==> src/rtl/vga_frame_reader.sv <==
// vga_frame_reader: 640x480@60 VGA timing generator that streams grayscale pixels from the read-back FIFO.
// Define VGA_TEST_PATTERN_EN to add the test_mode port and the 8-bar colour pattern.

module vga_frame_reader #(
    parameter int H_ACTIVE = 640,
    parameter int H_FP     = 16,
    parameter int H_SYNC   = 96,
    parameter int H_BP     = 48,
    parameter int V_ACTIVE = 480,
    parameter int V_FP     = 10,
    parameter int V_SYNC   = 2,
    parameter int V_BP     = 33,
    parameter int DATA_W   = 16
) (
    input  logic              clk,
    input  logic              rst,
`ifdef VGA_TEST_PATTERN_EN
    input  logic              test_mode,
`endif
    input  logic              fifo_empty,
    input  logic [DATA_W-1:0] fifo_dout,
    output logic              fifo_rd,
    output logic              vga_hsync,
    output logic              vga_vsync,
    output logic              vga_de,
    output logic [15:0]       vga_rgb,
    output logic              frame_start,
    output logic              underflow,
    input  logic              underflow_clr
);

    localparam int H_TOTAL = H_ACTIVE + H_FP + H_SYNC + H_BP;
    localparam int V_TOTAL = V_ACTIVE + V_FP + V_SYNC + V_BP;
    localparam int HW      = $clog2(H_TOTAL);
    localparam int VW      = $clog2(V_TOTAL);

    typedef enum logic [1:0] {WAIT_DATA, STREAM, RECOVER} state_t;

    state_t        r_state;
    logic [HW-1:0] r_hcnt;
    logic [VW-1:0] r_vcnt;
    logic          r_hs_d1, r_vs_d1, r_de_d1, r_fs_d1, r_rd_d1;

    logic          w_h_last, w_v_last, w_frame_end, w_active;
    logic          w_hsync_raw, w_vsync_raw, w_due, w_tm;
    logic [7:0]    w_pix;
    logic [15:0]   w_pix_rgb;
    logic          w_unused_hi;

    assign w_h_last    = (r_hcnt == HW'(H_TOTAL - 1));
    assign w_v_last    = (r_vcnt == VW'(V_TOTAL - 1));
    assign w_frame_end = w_h_last && w_v_last;
    assign w_active    = (r_hcnt < HW'(H_ACTIVE)) && (r_vcnt < VW'(V_ACTIVE));
    assign w_hsync_raw = !((r_hcnt >= HW'(H_ACTIVE + H_FP)) && (r_hcnt < HW'(H_ACTIVE + H_FP + H_SYNC)));
    assign w_vsync_raw = !((r_vcnt >= VW'(V_ACTIVE + V_FP)) && (r_vcnt < VW'(V_ACTIVE + V_FP + V_SYNC)));

`ifdef VGA_TEST_PATTERN_EN
    assign w_tm = test_mode;
`else
    assign w_tm = 1'b0;
`endif

    assign w_due       = (r_state == STREAM) && w_active && !w_tm;
    assign fifo_rd     = w_due && !fifo_empty;
    assign w_pix       = fifo_dout[7:0];
    assign w_pix_rgb   = {w_pix[7:3], w_pix[7:2], w_pix[7:3]};
    assign w_unused_hi = ^fifo_dout[DATA_W-1:8];

    always_ff @(posedge clk or posedge rst) begin
        if (rst) begin
            r_hcnt <= '0;
            r_vcnt <= '0;
        end else if (w_h_last) begin
            r_hcnt <= '0;
            r_vcnt <= w_v_last ? '0 : r_vcnt + 1'b1;
        end else begin
            r_hcnt <= r_hcnt + 1'b1;
        end
    end

    // Frame-boundary decisions are taken on the last blanking cycle so the new
    // state is already in effect when the counters reach h=0,v=0.
    always_ff @(posedge clk or posedge rst) begin
        if (rst) begin
            r_state   <= WAIT_DATA;
            underflow <= 1'b0;
        end else begin
            if (w_tm) begin
                r_state <= WAIT_DATA;
            end else begin
                case (r_state)
                    WAIT_DATA: if (w_frame_end && !fifo_empty) r_state <= STREAM;
                    STREAM:    if (w_due && fifo_empty)        r_state <= RECOVER;
                    RECOVER:   if (w_frame_end)                r_state <= fifo_empty ? WAIT_DATA : STREAM;
                    default:                                   r_state <= WAIT_DATA;
                endcase
            end
            if (w_due && fifo_empty) underflow <= 1'b1;
            else if (underflow_clr)  underflow <= 1'b0;
        end
    end

`ifdef VGA_TEST_PATTERN_EN
    logic [2:0]  w_bar_idx, r_bar_idx;
    logic        r_bar_en;
    logic [15:0] w_bar_rgb;

    always_comb begin
        w_bar_idx = '0;
        for (int unsigned i = 1; i < 8; i++) begin
            if (r_hcnt >= HW'(i * (H_ACTIVE / 8))) w_bar_idx = 3'(i);
        end
    end

    always_comb begin
        case (r_bar_idx)
            3'd0:    w_bar_rgb = 16'hFFFF;
            3'd1:    w_bar_rgb = 16'hFFE0;
            3'd2:    w_bar_rgb = 16'h07FF;
            3'd3:    w_bar_rgb = 16'h07E0;
            3'd4:    w_bar_rgb = 16'hF81F;
            3'd5:    w_bar_rgb = 16'hF800;
            3'd6:    w_bar_rgb = 16'h001F;
            default: w_bar_rgb = 16'h0000;
        endcase
    end

    always_ff @(posedge clk or posedge rst) begin
        if (rst) begin
            r_bar_en  <= 1'b0;
            r_bar_idx <= '0;
        end else begin
            r_bar_en  <= w_tm && w_active;
            r_bar_idx <= w_bar_idx;
        end
    end
`endif

    // Stage 1 holds the counter-derived flags while the popped word is in flight.
    always_ff @(posedge clk or posedge rst) begin
        if (rst) begin
            r_hs_d1     <= 1'b1;
            r_vs_d1     <= 1'b1;
            r_de_d1     <= 1'b0;
            r_fs_d1     <= 1'b0;
            r_rd_d1     <= 1'b0;
            vga_hsync   <= 1'b1;
            vga_vsync   <= 1'b1;
            vga_de      <= 1'b0;
            frame_start <= 1'b0;
            vga_rgb     <= '0;
        end else begin
            r_hs_d1     <= w_hsync_raw;
            r_vs_d1     <= w_vsync_raw;
            r_de_d1     <= w_active;
            r_fs_d1     <= (r_hcnt == '0) && (r_vcnt == '0);
            r_rd_d1     <= fifo_rd;
            vga_hsync   <= r_hs_d1;
            vga_vsync   <= r_vs_d1;
            vga_de      <= r_de_d1;
            frame_start <= r_fs_d1;
`ifdef VGA_TEST_PATTERN_EN
            if (r_bar_en) vga_rgb <= w_bar_rgb;
            else          vga_rgb <= r_rd_d1 ? w_pix_rgb : '0;
`else
            vga_rgb     <= r_rd_d1 ? w_pix_rgb : '0;
`endif
        end
    end

endmodule

==> config.mk <==
export PLATFORM = sky130hd
export DESIGN_NAME = vga_frame_reader
export DESIGN_NICKNAME = d
export VERILOG_FILES = /design/src/rtl/vga_frame_reader.sv
export SDC_FILE = /design/constraint.sdc
export NUM_CORES = 1
export LEC_CHECK = 0
export CORE_MARGIN = 1.5
export CORE_UTILIZATION = 28
export DETAILED_ROUTE_END_ITERATION = 10
export PLACE_DENSITY = 0.51
export SLEW_MARGIN = 10
export SYNTH_ARGS = -nofsm -noshare
export SYNTH_HDL_FRONTEND = slang
export SYNTH_SLANG_ARGS = --single-unit
==> constraint.sdc <==
create_clock -name clk -period 2.7 [get_ports clk]
set_input_delay 0.405 -clock clk [delete_from_list [all_inputs] [get_ports clk]]
set_output_delay 0.405 -clock clk [all_outputs]
set_load 0.02 [all_outputs]
* Yosys cells after proc, flatten, opt, wreduce, memory -nomap -nowiden
Cells that the tools add are included.
Storage, ports and cells: bits in registers 48, bits in latches 0, bits in writable memories 0, bits in read-only memories 0, bits of input ports 20, output and inout port bits 22, logic and storage cells 56, memories kept 0
Operators by class: $add $sub $neg 2, $mul 0, div/mod/pow operators 0, magnitude comparators 6, equal/unequal tests 7, shift-type cells 0, multiplexer cells 10, bitwise gates (word level) 0, reduce and logical (&&, ||, !) cells 17
Operator list (number):
- $add A10 B1 Y10 const B | 2
- $eq A10 B10 Y1 const B | 2
- $logic_not A10 Y1 | 2
- $lt A10 B10 Y1 const B | 2
- $lt A10 B9 Y1 const B | 2
- $mux W10 | 2
- $mux W16 | 1
- $ge A10 B10 Y1 const B | 1
- $ge A10 B9 Y1 const B | 1
- $logic_and A1 B1 Y1 | 9
- $mux W2 | 3
- $pmux W2 S3 | 1
- $ne A2 B2 Y1 const B | 2
- $logic_not A1 Y1 | 3
- $mux W1 | 3
- $reduce_and A3 Y1 | 1
- $eq A2 B1 Y1 const B | 1
- $eq A2 B2 Y1 const B | 1
- $logic_not A2 Y1 | 1
- $ne A2 B1 Y1 const B | 1
- $reduce_bool A2 Y1 | 1

* Depth between registers and ports, before layout
Gate-level depths: netlist of run 1.
depth in word-level cells 6, gate-level depth with buffers 6, mapped depth without buffers 5

* Worst setup path before layout of run 1
Ideal clock, no wire load.
kind register -> output, start point register r_vcnt[5], end point output port fifo_rd, arrival 1264 ps, data required time 2295 ps, setup slack 1031 ps, stages on the path, launching flop included 4, buffers on the path 0, cell sequence dfrtp_1 -> and4_1 -> nor3_1 -> and4bb_2
On the way: cells in the longest elaborated chain, start to end 4
Ends and longest elaborated chain:
- start: declaration | RTL line 41 | logic [VW-1:0] r_vcnt;
- start signal: assignment | RTL line 75 | r_vcnt <= w_v_last ? '0 : r_vcnt + 1'b1;
- $lt A10 B9 Y1 | RTL line 53 | assign w_active = (r_hcnt < HW'(H_ACTIVE)) && (r_vcnt < VW'(V_ACTIVE));
- $logic_and A1 B1 Y1 | RTL line 53
- named net w_active | RTL line 44 | logic w_h_last, w_v_last, w_frame_end, w_active;
- $logic_and A1 B1 Y1 | RTL line 63 | assign w_due = (r_state == STREAM) && w_active && !w_tm;
- $logic_and A1 B1 Y1 | RTL line 64 | assign fifo_rd = w_due && !fifo_empty;
- end: declaration | RTL line 22 | output logic fifo_rd,
The timed path passes the listed nets, and every way through them passes these cells.

* Worst setup path in the final report of run 1
Ends and elaborated chain as after synthesis.

==> results by stage, run 1 <==
Run status:
- The run finished with clean final reports.

Logic synthesis:
- The fraction of the yosys area taken by sequential cells is 0.5536.
- The commonest register cell after synthesis is sky130_fd_sc_hd__dfrtp_1.
- The number of nets in the synthesized netlist is 177.
- In the synthesized netlist the async set-or-reset flop fraction comes to 1.000.
- The synthesized area is 1727 sq um.
- After synthesis the netlist holds a flip-flop and latch count of 38.
- The unique cell type count in the Yosys netlist is 37.
- During synthesis, Yosys emitted a total of 0 warnings.
- The cell count after synthesis came out at about 150.
- The number of flops mapped to enable cells by yosys is 0.
- The average size of a mapped cell is around 11 sq um.

Drt:
- For this run, the detailed router's first-pass iteration total came to 4.
- The post-detailed-route count of antenna-violating nets is 0.
- For this run, design rule violations remaining after detail routing come to 0.
- The mean routed wirelength per cell is 13.04 microns.
- In this run, the number of DRC markers left after iteration 0 of detailed routing was 74.
- The routed wire length is 3364 microns.
- Detailed routing inserted a total of roughly 1.3k vias.
- The via density per instance is 4.915.

Place:
- In this run the cell area measured after placement is between 2000 and 2500 sq um.
- During placement, the flow inserted port buffers numbering 31.
- The routability congestion estimate from global placement is 0.7550.
- The wire-length estimate of the detail-placed layout is approximately 2400 microns.

STA:
- The max-slew violation total from the final report is 0.
- Static timing analysis puts the maximum clock frequency at 395.8 MHz.
- The slew at the pin with the worst max-slew slack is 0.4632 ns.
- The portion of the clock cycle consumed by the worst path in the final layout is 0.9357.
- Across the routed clock network, the largest skew measured is between 0.007 and 0.008 ns.
- The count of final hold-check violations is 0.
- Summed over all failing endpoints, the final setup total negative slack is 0 ns.
- Setup violations remaining at the end of the flow were counted as 0.
- The worst relative slew slack is 0.6912.
- The clock period minus worst slack is between 2 and 3 ns.
- Setup repair after global routing left no endpoint under its margin.

Pwr:
- The sequential fraction of design power is 0.483.
- The share of total power dissipated in the clock network is 0.495.
- Of the total power, the share spent switching nets is 0.1918.
- The net switching power of the design is about 0.00023 W.
- Across the VDD grid, the largest voltage drop is 0.0001920 V.
- For this design the static power due to leakage is 0.9308 nW.
- For this design the ratio of total power to cell area is 534.5 nW/um^2.
- The share of total power dissipated in combinational logic is 0.022.
- Internal power comes to approximately 0.00095 W.

Setup path:
- The number of buffers and inverters on the critical path is 1.
- In this run the worst path has a maximum fanout of 6.
- The critical path is of the register to primary output type.
- At the worst endpoint, the arrival time is 2.12 ns.
- The setup slack on the worst flop-to-flop path is 0.77 ns.
- The data required time at the worst endpoint is 2.30 ns.
- The largest individual stage delay along the critical path comes from the cell sky130_fd_sc_hd__clkdlybuf4s50_1.
- The kind of cell with the highest combined delay on the critical path is simple AND/OR/NAND/NOR gates.
- The nature of the critical path endpoint is a primary output.
- The worst setup path is launched from a register.
- For this run, the slowest stage of the critical path takes 0.60 ns.
- Traced cell by cell, the critical path runs through and4_1, nor3_1, and4bb_2, clkdlybuf4s50_1.

Clock network:
- CTS saw 38 sinks.
- The count of cells resized by post-cts repair is 0.
- The clock passes through at most 2 buffers.
- The number of buffers inserted during clock tree synthesis is 5.
- The hold buffer count at cts is 0.
- TritonCTS built the clock tree.
- The clock reaches the later pin of the worst-skew pair after 0.29 ns.
- The H-tree level count is 2.
- The count of buffers added by post-CTS timing repair for setup is 0.
- The clock slew at the register clock pins of the worst setup and hold paths is 0.08 ns.
- The tree is rooted in a sky130_fd_sc_hd__clkbuf_8.

Layout:
- For this run, the share of the core covered by cells in the final layout is 0.3721.
- The filler cells instantiated in the layout total 571.
- The final layout contains 206 nets.
- The final antenna diode count is 0.
- The fraction of final layout cells sized beyond drive strength 1 is 0.1311.
- The signed area change from the synthesized netlist to the final layout is 27.61%.
- The finished cells cover 2203 sq um.

Floorplan:
- For this design the top-level I/O count stands at 42.
- The die is 81.53 microns tall.
- In this run the standard cell core region covers 5921 sq um.
- The horizontal die dimension is between 80 and 90 microns.
- Row generation in the floorplan step produced 28 rows.
- The initial core utilization is 0.2916.
- The die covers 6646 sq um.

Global routing:
- The via count of the first global-routing pass was 1267.
- The sum of overflow across all layers after global routing is 0.
- In the global route stage, overall resource usage came out at 0.1148.
- Entering global routing, the biggest net connects 39 pins.
- The number of antenna violations at the first check in global routing is 0.
- The first global-routing pass estimated 5796 microns of wire.

Hold path:
- The worst hold path belongs to the class register to register.

Run:
- The max-cap violation count is 0.
metrics by stage:
stage / hold slack (ns) / power, W / setup slack [ns] / std cells
final: 0.3550 / 0.001178 / 0.1737 / 258
after global routing: 0.3622 / 0.001215 / 0.05852 / 258
after CTS: 0.3573 / 0.001193 / 0.1412 / 258
after detailed placement: 0.3381 / 0.0006070 / 0.4708 / 250
after global placement: 0.3333 / 0.0006064 / 0.4831 / 250
after floorplan: 0.3312 / 0.0005890 / 1.031 / 153
cells by family after synthesis:
kind of cell,Yosys count,synth area share
xor gates and xnor gates,12,0.06087
AOI/OAI and AO/OA,13,0.04638
and+or+nand+nor,66,0.2377
muxes,1,0.006521
buffers and inverters,19,0.06594
adders and majority gates,4,0.02899
DFF,38,0.5536
cell usage after synthesis, drive strengths merged, types with 2 or more instances:
cell type	instances	area [sq um]
nor2	8	30.03
and3	5	32.53
and2	7	43.79
xnor2	8	70.07
ha	4	50.05
nor3	4	25.02
nand2	6	22.52
or4	2	18.77
nor4	4	31.28
dfrtp	34	850.8
nand4b	2	17.52
nand3	9	45.04
nand4	11	68.82
and4	3	27.53
inv	7	26.28
dfstp	4	105.1
xor2	4	35.03
o21ai	7	38.79
buf	12	87.58
a21oi	2	10.01
flip-flops by register name, indices dropped and copies added, names as in the netlist:
register     count
r_hcnt          10
r_vcnt          10
vga_rgb          6
r_state          2
frame_start      1
r_de_d1          1
r_fs_d1          1
r_hs_d1          1
r_rd_d1          1
r_vs_d1          1
underflow        1
vga_de           1
vga_hsync        1
vga_vsync        1
cells in the final DEF (no fill, tap or decap), types with 2 or more instances in the layout:
cell,Yosys,layout
sky130_fd_sc_hd__a21oi_1,2,2
sky130_fd_sc_hd__nand4b_1,2,2
sky130_fd_sc_hd__ha_1,4,4
sky130_fd_sc_hd__bufinv_16,0,2
sky130_fd_sc_hd__o21ai_0,6,6
sky130_fd_sc_hd__dfrtp_1,34,34
sky130_fd_sc_hd__nor3_1,3,3
sky130_fd_sc_hd__nor2_1,8,8
sky130_fd_sc_hd__clkbuf_8,0,5
sky130_fd_sc_hd__buf_4,11,3
sky130_fd_sc_hd__nor4_1,3,3
sky130_fd_sc_hd__nand4_1,11,11
sky130_fd_sc_hd__dfstp_2,4,4
sky130_fd_sc_hd__nand3_1,9,9
sky130_fd_sc_hd__inv_1,7,7
sky130_fd_sc_hd__xnor2_1,8,8
sky130_fd_sc_hd__clkdlybuf4s50_1,0,31
sky130_fd_sc_hd__and2_1,7,7
sky130_fd_sc_hd__xor2_1,4,4
sky130_fd_sc_hd__nand2_1,6,6
sky130_fd_sc_hd__and3_1,4,4
sky130_fd_sc_hd__and4_1,2,2
per-layer routing:
layer	global-route usage	wire (microns)
met1	0.1270	1459
met2	0.1959	1609
met5	0	0
met4	0.05172	57
met3	0.04222	239
final cells by class:
cell class | instances | area, sq um | area share
inverter | 7 | 26.28 | 0.01193
clock inverter | 3 | 68.82 | 0.03123
multi-input combinational | 96 | 656.9 | 0.2981
clock buffer | 5 | 68.82 | 0.03123
tap | 75 | 93.84 | 0.04259
timing repair buffer | 34 | 332.8 | 0.1511
sequential | 38 | 955.9 | 0.4338
final timing paths:
check                                   end  cells past startpoint  startpoint
worst max-delay path                fifo_rd                      4   r_vcnt[5]
worst min-delay path              vga_vsync                      0     r_vs_d1
worst max register to register    r_vcnt[4]                      6   r_hcnt[0]
worst min register to register    vga_vsync                      0     r_vs_d1
max in group asynchronous           r_vs_d1                      3         rst
min in group asynchronous       vga_rgb[11]                      3         rst
power groups by stage:
stage                     Sequential [W]  Combinational [W]  Clock (W)
after CTS                       0.000569          0.0000272   0.000597
after global routing            0.000569          0.0000298   0.000616
after detailed placement        0.000580          0.0000270          0
after floorplan                 0.000580         0.00000907          0
final                           0.000569          0.0000256   0.000583
after global placement          0.000580          0.0000264          0
Note: power is estimated with default switching activity, not from simulation.
==> run 2, diff against run 1 <==
--- a/config.mk
+++ b/config.mk
@@ -5,11 +5,14 @@
 export SDC_FILE = /design/constraint.sdc
 export NUM_CORES = 1
 export LEC_CHECK = 0
+export CAP_MARGIN = 20
 export CORE_MARGIN = 1.5
 export CORE_UTILIZATION = 28
+export CTS_BUF_LIST = sky130_fd_sc_hd__clkbuf_8
 export DETAILED_ROUTE_END_ITERATION = 10
 export PLACE_DENSITY = 0.51
 export SLEW_MARGIN = 10
 export SYNTH_ARGS = -nofsm -noshare
 export SYNTH_HDL_FRONTEND = slang
 export SYNTH_SLANG_ARGS = --single-unit
+export TNS_END_PERCENT = 1
==> results of run 2 <==
The final DEF is identical to that of run 1; final timing and power are the same.
